**src/rtl/iir_pkg.sv**
```systemverilog
`default_nettype none
// ============================================================================
// Module      : iir_pkg
// Description : Shared types and helpers for the IIR filter back-end
//               (sample type, default width, decimation log2 helper).
// Revision    : 1.0 - initial release
// ============================================================================
package iir_pkg;

   // Default sample width, matching the IIR filter output.
   localparam int DATA_W_DEF = 8;

   // One filter output sample.
   typedef logic signed [DATA_W_DEF-1:0] sample_t;

   // log2 of a power-of-two decimation ratio (ceil for non powers of two).
   function automatic int decim_log2(input int value);
      int r;
      r = 0;
      for (int i = 0; i < 31; i++) begin
         if ((1 << i) < value) begin
            r = i + 1;
         end
      end
      return r;
   endfunction

endpackage
`default_nettype wire

```
**src/rtl/iir_sync_fifo.sv**
```systemverilog
`default_nettype none
// ============================================================================
// Module      : iir_sync_fifo
// Description : Synchronous FIFO with wrap-bit pointers, occupancy output and
//               simultaneous read/write (also when full). Head is shown as
//               zero while empty.
// Revision    : 1.0 - initial release
// ============================================================================
module iir_sync_fifo #(
   parameter int WIDTH = 8,
   parameter int DEPTH = 4
) (
   input  logic                     clk,
   input  logic                     reset,
   input  logic                     clear_i,
   input  logic                     wr_en_i,
   input  logic [WIDTH-1:0]         wr_data_i,
   input  logic                     rd_en_i,
   output logic [WIDTH-1:0]         rd_data_o,
   output logic                     empty_o,
   output logic                     full_o,
   output logic [$clog2(DEPTH):0]   level_o
);

   localparam int AW = $clog2(DEPTH);

   logic [WIDTH-1:0] mem_q [DEPTH];
   logic [AW:0]      wr_ptr_q;
   logic [AW:0]      rd_ptr_q;
   logic             do_wr;
   logic             do_rd;

   assign empty_o   = (wr_ptr_q == rd_ptr_q);
   assign full_o    = (wr_ptr_q[AW] != rd_ptr_q[AW]) &&
                      (wr_ptr_q[AW-1:0] == rd_ptr_q[AW-1:0]);
   assign level_o   = wr_ptr_q - rd_ptr_q;
   // A write into a full FIFO is legal when the head leaves in the same cycle.
   assign do_rd     = rd_en_i && !empty_o;
   assign do_wr     = wr_en_i && (!full_o || do_rd);
   assign rd_data_o = empty_o ? '0 : mem_q[rd_ptr_q[AW-1:0]];

   // Pointer update; clear empties the FIFO and overrides any access.
   always_ff @(posedge clk or negedge reset) begin
      if (!reset) begin
         wr_ptr_q <= '0;
         rd_ptr_q <= '0;
      end else if (clear_i) begin
         wr_ptr_q <= '0;
         rd_ptr_q <= '0;
      end else begin
         if (do_wr) wr_ptr_q <= wr_ptr_q + 1'b1;
         if (do_rd) rd_ptr_q <= rd_ptr_q + 1'b1;
      end
   end

   // Storage array write.
   always_ff @(posedge clk or negedge reset) begin
      if (!reset) begin
         for (int i = 0; i < DEPTH; i++) mem_q[i] <= '0;
      end else if (do_wr && !clear_i) begin
         mem_q[wr_ptr_q[AW-1:0]] <= wr_data_i;
      end
   end

endmodule
`default_nettype wire

```
**src/rtl/iir_decimator.sv**
```systemverilog
`default_nettype none
// ============================================================================
// Module      : iir_decimator
// Description : Boxcar-average-and-decimate stage after the IIR filter.
//               Sums DECIM valid samples, floors the mean with an arithmetic
//               shift and buffers results toward a ready/valid consumer.
//               Sticky overflow flags results lost to consumer stalls.
// Revision    : 1.0 - initial release
// ============================================================================
module iir_decimator
   import iir_pkg::*;
#(
   parameter int DATA_W     = DATA_W_DEF,
   parameter int DECIM      = 4,
   parameter int FIFO_DEPTH = 4
) (
   input  logic                          clk,
   input  logic                          reset,
   input  logic                          in_valid,
   input  logic signed [DATA_W-1:0]      in_data,
   input  logic                          flush,
   output logic                          out_valid,
   output logic signed [DATA_W-1:0]      out_data,
   input  logic                          out_ready,
   output logic [$clog2(FIFO_DEPTH):0]   fifo_level,
   output logic                          overflow
);

   localparam int                D_LOG2  = decim_log2(DECIM);
   localparam int                ACC_W   = DATA_W + D_LOG2;
   localparam logic [D_LOG2-1:0] PH_LAST = D_LOG2'(DECIM - 1);

   logic signed [ACC_W-1:0]  acc_q, acc_d;
   logic signed [ACC_W-1:0]  sum;
   logic [D_LOG2-1:0]        phase_q, phase_d;
   logic                     overflow_q, overflow_d;
   logic signed [DATA_W-1:0] result;
   logic                     push;
   logic                     pop;
   logic                     fifo_empty;
   logic                     fifo_full;

   // Accumulator is wide enough for DECIM full-scale samples, so no saturation.
   assign sum    = acc_q + ACC_W'(in_data);
   assign result = DATA_W'(sum >>> D_LOG2);
   assign pop    = out_valid && out_ready && !flush;

   // Next-state for accumulator/phase and the block-complete push strobe.
   always_comb begin
      acc_d      = acc_q;
      phase_d    = phase_q;
      push       = 1'b0;
      overflow_d = overflow_q;
      if (flush) begin
         acc_d   = '0;
         phase_d = '0;
      end else if (in_valid) begin
         if (phase_q == PH_LAST) begin
            acc_d   = '0;
            phase_d = '0;
            push    = 1'b1;
         end else begin
            acc_d   = sum;
            phase_d = phase_q + 1'b1;
         end
      end
      if (push && fifo_full && !pop) begin
         overflow_d = 1'b1;
      end
   end

   // State registers; a reset mid-block drops the partial sum.
   always_ff @(posedge clk or negedge reset) begin
      if (!reset) begin
         acc_q      <= '0;
         phase_q    <= '0;
         overflow_q <= 1'b0;
      end else begin
         acc_q      <= acc_d;
         phase_q    <= phase_d;
         overflow_q <= overflow_d;
      end
   end

   assign overflow  = overflow_q;
   assign out_valid = !fifo_empty;

   iir_sync_fifo #(
      .WIDTH (DATA_W),
      .DEPTH (FIFO_DEPTH)
   ) u_fifo (
      .clk       (clk),
      .reset     (reset),
      .clear_i   (flush),
      .wr_en_i   (push),
      .wr_data_i (result),
      .rd_en_i   (pop),
      .rd_data_o (out_data),
      .empty_o   (fifo_empty),
      .full_o    (fifo_full),
      .level_o   (fifo_level)
   );

endmodule
`default_nettype wire
```
**config.mk**
```make
export PLATFORM = sky130hd
export DESIGN_NAME = iir_decimator
export DESIGN_NICKNAME = d
export VERILOG_FILES = /design/src/rtl/iir_pkg.sv /design/src/rtl/iir_sync_fifo.sv /design/src/rtl/iir_decimator.sv
export SDC_FILE = /design/constraint.sdc
export NUM_CORES = 1
export LEC_CHECK = 0
export BUFFER_PORTS_ARGS = -buffer_cell sky130_fd_sc_hd__buf_2
export CORE_MARGIN = 1
export CORE_UTILIZATION = 53
export CTS_CLUSTER_SIZE = 24
export DETAILED_ROUTE_END_ITERATION = 7
export MAX_ROUTING_LAYER = met4
export PLACE_DENSITY = 0.8
export SYNTH_ARGS = -nofsm -noshare
export SYNTH_HDL_FRONTEND = slang
export SYNTH_SLANG_ARGS = --single-unit
export TNS_END_PERCENT = 100
```
**constraint.sdc**
```tcl
create_clock -name clk -period 5 [get_ports clk]
set_input_delay 0.75 -clock clk [delete_from_list [all_inputs] [get_ports clk]]
set_output_delay 0.75 -clock clk [all_outputs]
set_load 0.02 [all_outputs]
```
==> results of run 1 <==
[synth_stat cells (2+ instances only)]
master	instances	share of area, %
nand2_1	47	6.0
o21ai_0	16	2.7
and2_1	10	2.1
ha_1	17	7.3
nor2b_1	2	0.43
fa_1	2	1.4
mux2i_1	4	1.4
xor2_1	4	1.2
nor3b_1	3	0.77
nand3_1	9	1.5
buf_2	5	0.85
o31ai_1	3	0.77
a21oi_2	2	0.60
inv_1	14	1.8
nand4_1	2	0.43
xnor2_1	5	1.5
a21o_1	2	0.51
or4_1	2	0.51
mux4_2	8	6.1
clkbuf_1	5	0.64
o21ai_1	13	2.2
o21a_1	3	0.77
and3_1	3	0.64
a22oi_1	3	0.77
nor2_1	23	2.9
dfrtp_1	51	44
a21oi_1	10	1.7
nand2b_1	2	0.43
a31oi_1	6	1.3
[sequential cells by signal, summed over array words and instances (netlist names)]
register and flops:
overflow 1, phase_q 2, u_fifo.wr_ptr_q 3, u_fifo.mem_q 32, u_fifo.rd_ptr_q 3, acc_q 10
[cell usage in the layout (no fill, tap or decap), types with 8 or more instances in the layout]
cell type and count:
inv_1 14, nand3_1 9, nor2_1 23, dfrtp_1 51
ha_1 17, a21oi_1 10, o21ai_1 13, o21ai_0 16
mux4_2 8, nand2_1 47, and2_1 10, buf_2 25
[final cells by class]
| type | instances | share of cell area (%) |
|---|---|---|
| repair buffers | 26 | 4.128 |
| clock inverters | 2 | 1.090 |
| well taps | 70 | 2.726 |
| flip-flops and latches | 51 | 39.72 |
| multi-input cells | 221 | 48.13 |
| clock buffers | 6 | 2.570 |
| inverters | 14 | 1.636 |
[worst max path at each step]
stage,slack (ps),startpoint,end,cells past startpoint
2_1_floorplan,2450,u_fifo.rd_ptr_q[1]$_DFFE_PN0P_,out_data[0],6
3_3_place_gp,2450,in_data[7],u_fifo.mem_q[31]$_DFFE_PN0P_,7
3_5_place_dp,2360,in_data[7],u_fifo.mem_q[31]$_DFFE_PN0P_,7
4_1_cts,2100,u_fifo.rd_ptr_q[0]$_DFFE_PN0P_,out_data[4],4
5_1_grt,1980,u_fifo.rd_ptr_q[0]$_DFFE_PN0P_,out_data[4],4
6_report,2140,u_fifo.rd_ptr_q[0]$_DFFE_PN0P_,out_data[4],4
[per-layer routing]
metal	track usage (%)	vias to the layer above	part of all wire, %	wire length, um
met5	-	-	0	0
met4	8.846	0	2.4	141
met3	3.234	13	3.2	189
met2	36.94	51	48	2855
met1	31.15	1088	46	2727
li1	-	1087	-	-
[critical path, delay by kind of cell (launching register included)]
kind / cells / cell delay, ps
adder cells (fa/ha/maj): 1 / 370
buffers and inverters: 1 / 160
flip-flops: 1 / 760
AND/OR/NAND/NOR: 2 / 530
[kinds of logic (layout without fill, tap and decap cells)]
logic type / Yosys count / in the layout
AO/OA/AOI/OAI: 69 / 69
flip-flops: 51 / 51
adder cells (fa/ha/maj): 19 / 19
multiplexers: 12 / 12
XOR/XNOR: 10 / 10
AND/OR/NAND/NOR: 111 / 111
buffers and inverters: 25 / 48
[power by group through the flow]
stage / clock network (mW) / registers [mW] / logic (mW)
after CTS: 0.302 / 0.465 / 0.229
after global routing: 0.318 / 0.468 / 0.256
after detailed placement: 0 / 0.473 / 0.228
final: 0.299 / 0.465 / 0.229
after floorplan: 0 / 0.464 / 0.174
after global placement: 0 / 0.470 / 0.221
==> run metrics, run 1 <==
nature of the critical path endpoint output port; final setup fails 0; worst-path fanout max 11; die area 5830 um2; Hold WC Path Type flip-flop to flip-flop; ys flop type dfrtp_1; clock share of power a little under a third; Crit path largest cell delay 760 ps; CTS Buf Count 5; sequential share of power 46.8%; register area share after synthesis between 40% and 50%; drt initial violations 130; power density over the cells 309.1 nW/um2; Slew Limit Fails 0; drt first pass iters 4; FF/Latch Area 1276 um2; Die Wd 76.36 um; Setup WS pre-CTS ~2400 ps; Cell Area, Synth 2930 um2; Multi-input gate area 1546 um2; total congestion overflow 0; Final Hold Vio Count 0; Yosys cell types 50; MaxCap Viol Count 0; Final WS setup 2135 ps; Worst slew margin a little under three fifths; # diodes 0; Filler Cells Inserted 441; Area Growth Syn to Fin 9.650%; clk root buf clkbuf_8; Least-Margin Pin Slew 641.5 ps; Post-synth EDFFs 0; #FFs+latches synth 51; CP Cell Sequence ha_1, nand3_1, and2_1, buf_2; Initial Util 56.30%; fin crit share 57.29%; required time of the critical path between 4000 and 5000 ps; vertical die dimension 76.36 um; area of placed instances slightly above 3000 um2; Core Util, Final 61.73%; nets@finish 351; Vias per Instance 5.741; largest family of logic cells by synthesized area simple AND/OR/NAND/NOR gates; clk_skew ~7.7 ps; Worst Hold Depth 2; Post-DRT Antenna Nets 0; routability cong. 0.9242; Placed Cells 382; CORE AREA 5205 um2; final wirelength around 5900 um; Critical Path Start Type flip-flop; hold_ws between 400 and 500 ps; r2r worst-path depth 6; vias in the first global route approximately 2200; status finished clean; TritonCTS clock tree built; Mapped Nets 329; Psw 0.2940 mW; simple-gate portion of the synthesized area 18.02%; insertion delay to the later sink of the worst-skew pair 300 ps; RR Endpoint u_fifo.mem_q[9]$_DFFE_PN0P_; switch share 29.61%; Worst Path Arrival 2110 ps; cell-internal power 0.6991 mW; Post-CTS Resized 0; Pleak 1.544 nW; # rows 26; post-cts hold buffer count 0; Synth Area in XOR/XNOR about 3.2%; layout cells sized above 1 17.50%; worst reg2reg path startpoint u_fifo.rd_ptr_q[1]$_DFFE_PN0P_; fin crit period between 2000 and 3000 ps; number of buffers added on ports 25; Non-Filler Instances 390; mux cell area share after synthesis 7.515%; Max Fclk 349.1 MHz; post-CTS setup buffers 0; H-tree Lvls 2; R2R setup slack 2830 ps; logic gate share of total power between 20 and 25%; DR DRC count 0; largest net degree at the start of global routing 52; initial antenna violation count 0; CTS Buffer Depth 2; Clock Sinks 51; Hold Path Sink u_fifo.mem_q[10]$_DFFE_PN0P_; # IOs 26; Final Cell Area 3213 um2; ys async rst share 100.0%; CP Class flip-flop to output port; vias 2239; hold_sp u_fifo.mem_q[10]$_DFFE_PN0P_; Synth Area in Adders 8.625%; Synth warnings 0; IR Drop Worst-Case VDD 0.0001431 V; Worst path slowest cell dfrtp_1; clock slew seen by the registers of the worst setup and hold paths 90 ps; Avg Inst Size Synth roughly 10 um2; cell count after synthesis roughly 300; Avg WL per Cell 15.16 um; Synth Area in Compound Gates 15.37%; all-layer global routing usage 23.49%; Tot Pwr 0.9931 mW; first-pass GRT wire length ~11000 um; RSZ-0062 raised after global routing no; Setup TNS 0 ps; DP HPWL around 4400 um
Power figures use the tool's default switching activity.
==> inputs of run 2 (changes only) <==
--- a/config.mk
+++ b/config.mk
@@ -11,7 +11,7 @@
 export CTS_CLUSTER_SIZE = 24
 export DETAILED_ROUTE_END_ITERATION = 7
 export MAX_ROUTING_LAYER = met4
-export PLACE_DENSITY = 0.8
+export PLACE_DENSITY = 0.83
 export SYNTH_ARGS = -nofsm -noshare
 export SYNTH_HDL_FRONTEND = slang
 export SYNTH_SLANG_ARGS = --single-unit
==> constraint.sdc (replaced) <==
create_clock -name clk -period 2.5 [get_ports clk]
set_input_delay 0.375 -clock clk [delete_from_list [all_inputs] [get_ports clk]]
set_output_delay 0.375 -clock clk [all_outputs]
set_load 0.02 [all_outputs]
==> run metrics, run 2 (synthesis gave the netlist of run 1 again) <==
status finished clean; worst reg2reg path startpoint u_fifo.rd_ptr_q[0]$_DFFE_PN0P_; CORE AREA 5205 um2; r2r worst-path depth 5; all-layer global routing usage 23.43%; initial antenna violation count 0; Worst path slowest cell dfrtp_1; H-tree Lvls 2; number of buffers added on ports 25; worst-path fanout max 7; Post-DRT Antenna Nets 0; MaxCap Viol Count 0; Worst slew margin slightly below 60%; grt met1 use around 30%; R2R setup slack 420 ps; Largest delay share family, worst path flip-flops; Least-Margin Pin Slew ~630 ps; area of placed instances 3118 um2; met2 usage between 30% and 40%; RSZ-0062 raised after global routing no; fin crit period 2309 ps; DR DRC count 0; Setup WS pre-CTS approximately 330 ps; vias ~2200; fin crit share 92.37%; Final Hold Vio Count 0; Pleak 1.539 nW; vertical die dimension 76.36 um; Vias per Instance approximately 5.7; Clock Sinks around 50; met3 Resource Use GR approximately 3.7%; CTS Buf Count 5; final setup fails 0; final wirelength 6059 um; die area 5830 um2; Top Usage Layer GRT met2; required time of the critical path 2120 ps; Initial Util 56.30%; most frequent cells in the layout dfrtp_1, nand2_1, buf_2; Largest register FFs 32; clk_skew approximately 6.4 ps; Slew Limit Fails 0; CP Class flip-flop to output port; Avg WL per Cell 15.42 um; Max Fclk 433.0 MHz; Final Cell Area 3203 um2; Area Growth Syn to Fin 9.308%; Hold WC Path Type input pin to asynchronous set/reset pin; commonest non-fill, non-tap cell in the layout dfrtp_1; post-CTS setup buffers 0; clock slew seen by the registers of the worst setup and hold paths roughly 90 ps; routability cong. 0.9292; insertion delay to the later sink of the worst-skew pair 310 ps; largest net degree at the start of global routing between 50 and 60; # IOs 26; CP bufs+invs 2; power density over the cells between 500 and 600 nW/um2; CTS Buffer Depth 2; Placed Cells 385; Non-Filler Instances 393; nets@finish 354; clk root buf clkbuf_8; Final WS setup 190.7 ps; IR Drop Worst-Case VDD 0.0003650 V; total congestion overflow 0; nature of the critical path endpoint output port; Post-CTS Resized 0; CP Cell Sequence buf_4, mux4_2, and2_1, buf_2; Die Wd about 76 um; post-cts hold buffer count 0; Largest regs u_fifo.mem_q x32, acc_q x10; # diodes 0; Top reg by flops u_fifo.mem_q; Worst Path Arrival 1930 ps; hold_ws 165.9 ps; vias in the first global route 2238; layout cells sized above 1 17.96%; DP HPWL 4503 um; Tot Pwr between 1.5 and 2 mW; RR Endpoint u_fifo.mem_q[1]$_DFFE_PN0P_; drt first pass iters 4; Setup TNS 0 ps; Crit path largest cell delay 570 ps; drt initial violations 154; first-pass GRT wire length 10310 um; Critical Path Start Type flip-flop; # rows 26; Core Util, Final 61.54%; TritonCTS clock tree built
==> run 2: changes by cell type in the layout (fill, tap and decap cells not counted) <==
cell	change
buf_4	+3
bufinv_16	-1
clkbuf_1	+1
clkbuf_8	-1
clkinvlp_4	+1
==> run 2: worst reg2reg max path, stage by stage, from the launching register on <==
cell	delay, ps
dfrtp_1	520
ha_1	390
nand2_1	60
a211o_2	340
nand3_1	470
o21ai_0	170
==> run 2: cell type report <==
type / instances / area, um2
Clock buffer: 6 / 72.57
Timing Repair Buffer: 29 / 155.1
Multi-Input combinational cell: 221 / 1546
Sequential cell: 51 / 1276
Inverter: 14 / 52.55
Fill cell: 450 / 2002
Tap cell: 70 / 87.58
Clock inverter: 2 / 12.51
==> run 2: how the worst max path moves through the flow <==
stage                                         endpoint                           start  cells after the start  slack [ps]
after floorplan                            out_data[0]  u_fifo.rd_ptr_q[1]$_DFFE_PN0P_                      6         330
final                                      out_data[2]  u_fifo.rd_ptr_q[0]$_DFFE_PN0P_                      4         190
after detailed placement  u_fifo.mem_q[23]$_DFFE_PN0P_                      in_data[7]                      7         330
after global routing                       out_data[0]  u_fifo.rd_ptr_q[0]$_DFFE_PN0P_                      4          60
after CTS                                  out_data[6]  u_fifo.rd_ptr_q[0]$_DFFE_PN0P_                      4         160
after global placement    u_fifo.mem_q[31]$_DFFE_PN0P_                      in_data[7]                      7         420
==> run 2: layer usage <==
layer	up-vias	wire length [um]	share of wire [%]
met5	-	0	0
met4	0	110	1.8
li1	1096	-	-
met2	58	3048	50
met1	1065	2629	43
met3	11	271	4.5
==> run 2: where the power goes <==
| group | switching, mW | internal, mW | leakage [nW] |
|---|---|---|---|
| combinational | 0.270 | 0.190 | 0.804 |
| sequential | 0.0409 | 0.886 | 0.694 |
| clock | 0.272 | 0.196 | 0.0412 |
==> inputs of run 3 (changes only) <==
--- a/config.mk
+++ b/config.mk
@@ -7,11 +7,11 @@
 export LEC_CHECK = 0
 export BUFFER_PORTS_ARGS = -buffer_cell sky130_fd_sc_hd__buf_2
 export CORE_MARGIN = 1
-export CORE_UTILIZATION = 53
+export CORE_UTILIZATION = 48
 export CTS_CLUSTER_SIZE = 24
 export DETAILED_ROUTE_END_ITERATION = 7
 export MAX_ROUTING_LAYER = met4
-export PLACE_DENSITY = 0.83
+export PLACE_DENSITY = 0.77
 export SYNTH_ARGS = -nofsm -noshare
 export SYNTH_HDL_FRONTEND = slang
 export SYNTH_SLANG_ARGS = --single-unit
==> run metrics, run 3 (synthesis gave the netlist of run 1 again) <==
Slew Limit Fails 0; RR Endpoint u_fifo.mem_q[1]$_DFFE_PN0P_; CTS Buf Count 5; number of buffers added on ports 25; Tot Pwr between 1.5 and 2 mW; all-layer global routing usage 21.68%; # rows 28; total congestion overflow 0; vertical die dimension between 80 and 90 um; R2R setup slack 390 ps; worst reg2reg path startpoint u_fifo.rd_ptr_q[0]$_DFFE_PN0P_; Least-Margin Pin Slew 558.8 ps; Setup WS pre-CTS 337.2 ps; fin crit share 93.68%; CP Class flip-flop to output port; CORE AREA 5921 um2; Top Usage Layer GRT met2; Largest register FFs 32; die area 6422 um2; worst-path fanout max 11; vias in the first global route 2171; Core Util, Final 54.69%; final setup fails 0; # diodes 0; clock slew seen by the registers of the worst setup and hold paths around 90 ps; Worst Path Arrival 1970 ps; routability cong. 0.9272; DR DRC count 0; crit path from u_fifo.rd_ptr_q[0]$_DFFE_PN0P_; Area Growth Syn to Fin 10.50%; # IOs 26; Top reg by flops u_fifo.mem_q; Hold WC Path Type input pin to flip-flop; RSZ-0062 raised after global routing no; power density over the cells 574.2 nW/um2; layout cells sized above 1 18.71%; Final WS setup 158.0 ps; vias 2221; first-pass GRT wire length 10220 um; nature of the critical path endpoint output port; CTS Buffer Depth 2; Setup TNS 0 ps; H-tree Lvls 2; Vias per Instance 5.539; required time of the critical path 2120 ps; grt met1 use 27.67%; Critical Path Start Type flip-flop; clk_skew 6.880 ps; met2 usage 35.04%; Pleak around 1.6 nW; fin crit period 2342 ps; TritonCTS clock tree built; nets@finish 357; drt initial violations approximately 130; clk root buf clkbuf_8; insertion delay to the later sink of the worst-skew pair approximately 310 ps; Max Fclk 427.0 MHz; r2r worst-path depth 5; drt first pass iters 4; commonest non-fill, non-tap cell in the layout dfrtp_1; met3 Resource Use GR 4.773%; Initial Util 49.49%; MaxCap Viol Count 0; Die Wd 80.14 um; Clock Sinks just over 50; DP HPWL ~4400 um; most frequent cells in the layout dfrtp_1, nand2_1, buf_2; largest net degree at the start of global routing 34; Worst slew margin a little over three fifths; Post-DRT Antenna Nets 0; Final Hold Vio Count 0; IR Drop Worst-Case VDD 0.0003201 V; final wirelength roughly 6000 um; post-CTS setup buffers 0; status finished clean; Largest regs u_fifo.mem_q x32, acc_q x10; Critical Path Sink out_data[6]; initial antenna violation count 0; Avg WL per Cell 15.02 um
## run 3: changes by cell type in the layout (fill, tap and decap cells not counted)
| cell | before | now |
|---|---|---|
| clkbuf_1 | 1 | 0 |
| dlygate4sd3_1 | 0 | 1 |
| buf_4 | 4 | 6 |
| clkinvlp_4 | 1 | 2 |
## run 3: worst max-delay path: stages, from the launching register on
cell	delay (ps)
dfrtp_1	520
ha_1	400
nand3_1	320
and2_1	260
buf_2	150
## run 3: timing repair
action	4_1_cts	5_1_grt
hold endpoints to repair	8	0
hold buffers	1	0
gates resized for setup	0	0
setup endpoints to repair	0	0
## run 3: through the flow
step / std cells / hold slack (ps) / instance area, um2
2_1_floorplan: 297 / 79.41 / 2930
3_3_place_gp: 392 / 324.4 / 3139
3_5_place_dp: 392 / 332.7 / 3139
4_1_cts: 401 / 403.8 / 3238
5_1_grt: 401 / 396.5 / 3238
6_report: 401 / 401.5 / 3238
## run 3: worst min path at each step
stage / start / end / slack (ps) / depth (start not counted)
3_3_place_gp: reset / u_fifo.mem_q[20]$_DFFE_PN0P_ / 320 / 1
2_1_floorplan: reset / acc_q[0]$_DFFE_PN0P_ / 80 / 0
5_1_grt: flush / acc_q[3]$_DFFE_PN0P_ / 400 / 3
3_5_place_dp: reset / u_fifo.mem_q[29]$_DFFE_PN0P_ / 330 / 1
4_1_cts: flush / acc_q[3]$_DFFE_PN0P_ / 400 / 3
6_report: flush / acc_q[3]$_DFFE_PN0P_ / 400 / 3
## run 3: per-layer routing
layer / up-vias / wire [um]
met4: 0 / 96
met2: 49 / 2878
met1: 1059 / 2800
met5: - / 0
li1: 1100 / -
met3: 13 / 247
## run 3: final cells by class
type | instances | area [um2]
multi-input combinational | 221 | 1546
tap | 75 | 93.84
sequential | 51 | 1276
clock buffer | 5 | 68.82
timing repair buffer | 32 | 180.2
fill | 515 | 2683
inverter | 14 | 52.55
clock inverter | 3 | 20.02
## run 3: report_power, final
part / switching (mW) / internal [mW] / leakage [nW]
clock: 0.280 / 0.195 / 0.0402
sequential: 0.0399 / 0.886 / 0.694
combinational: 0.268 / 0.191 / 0.816
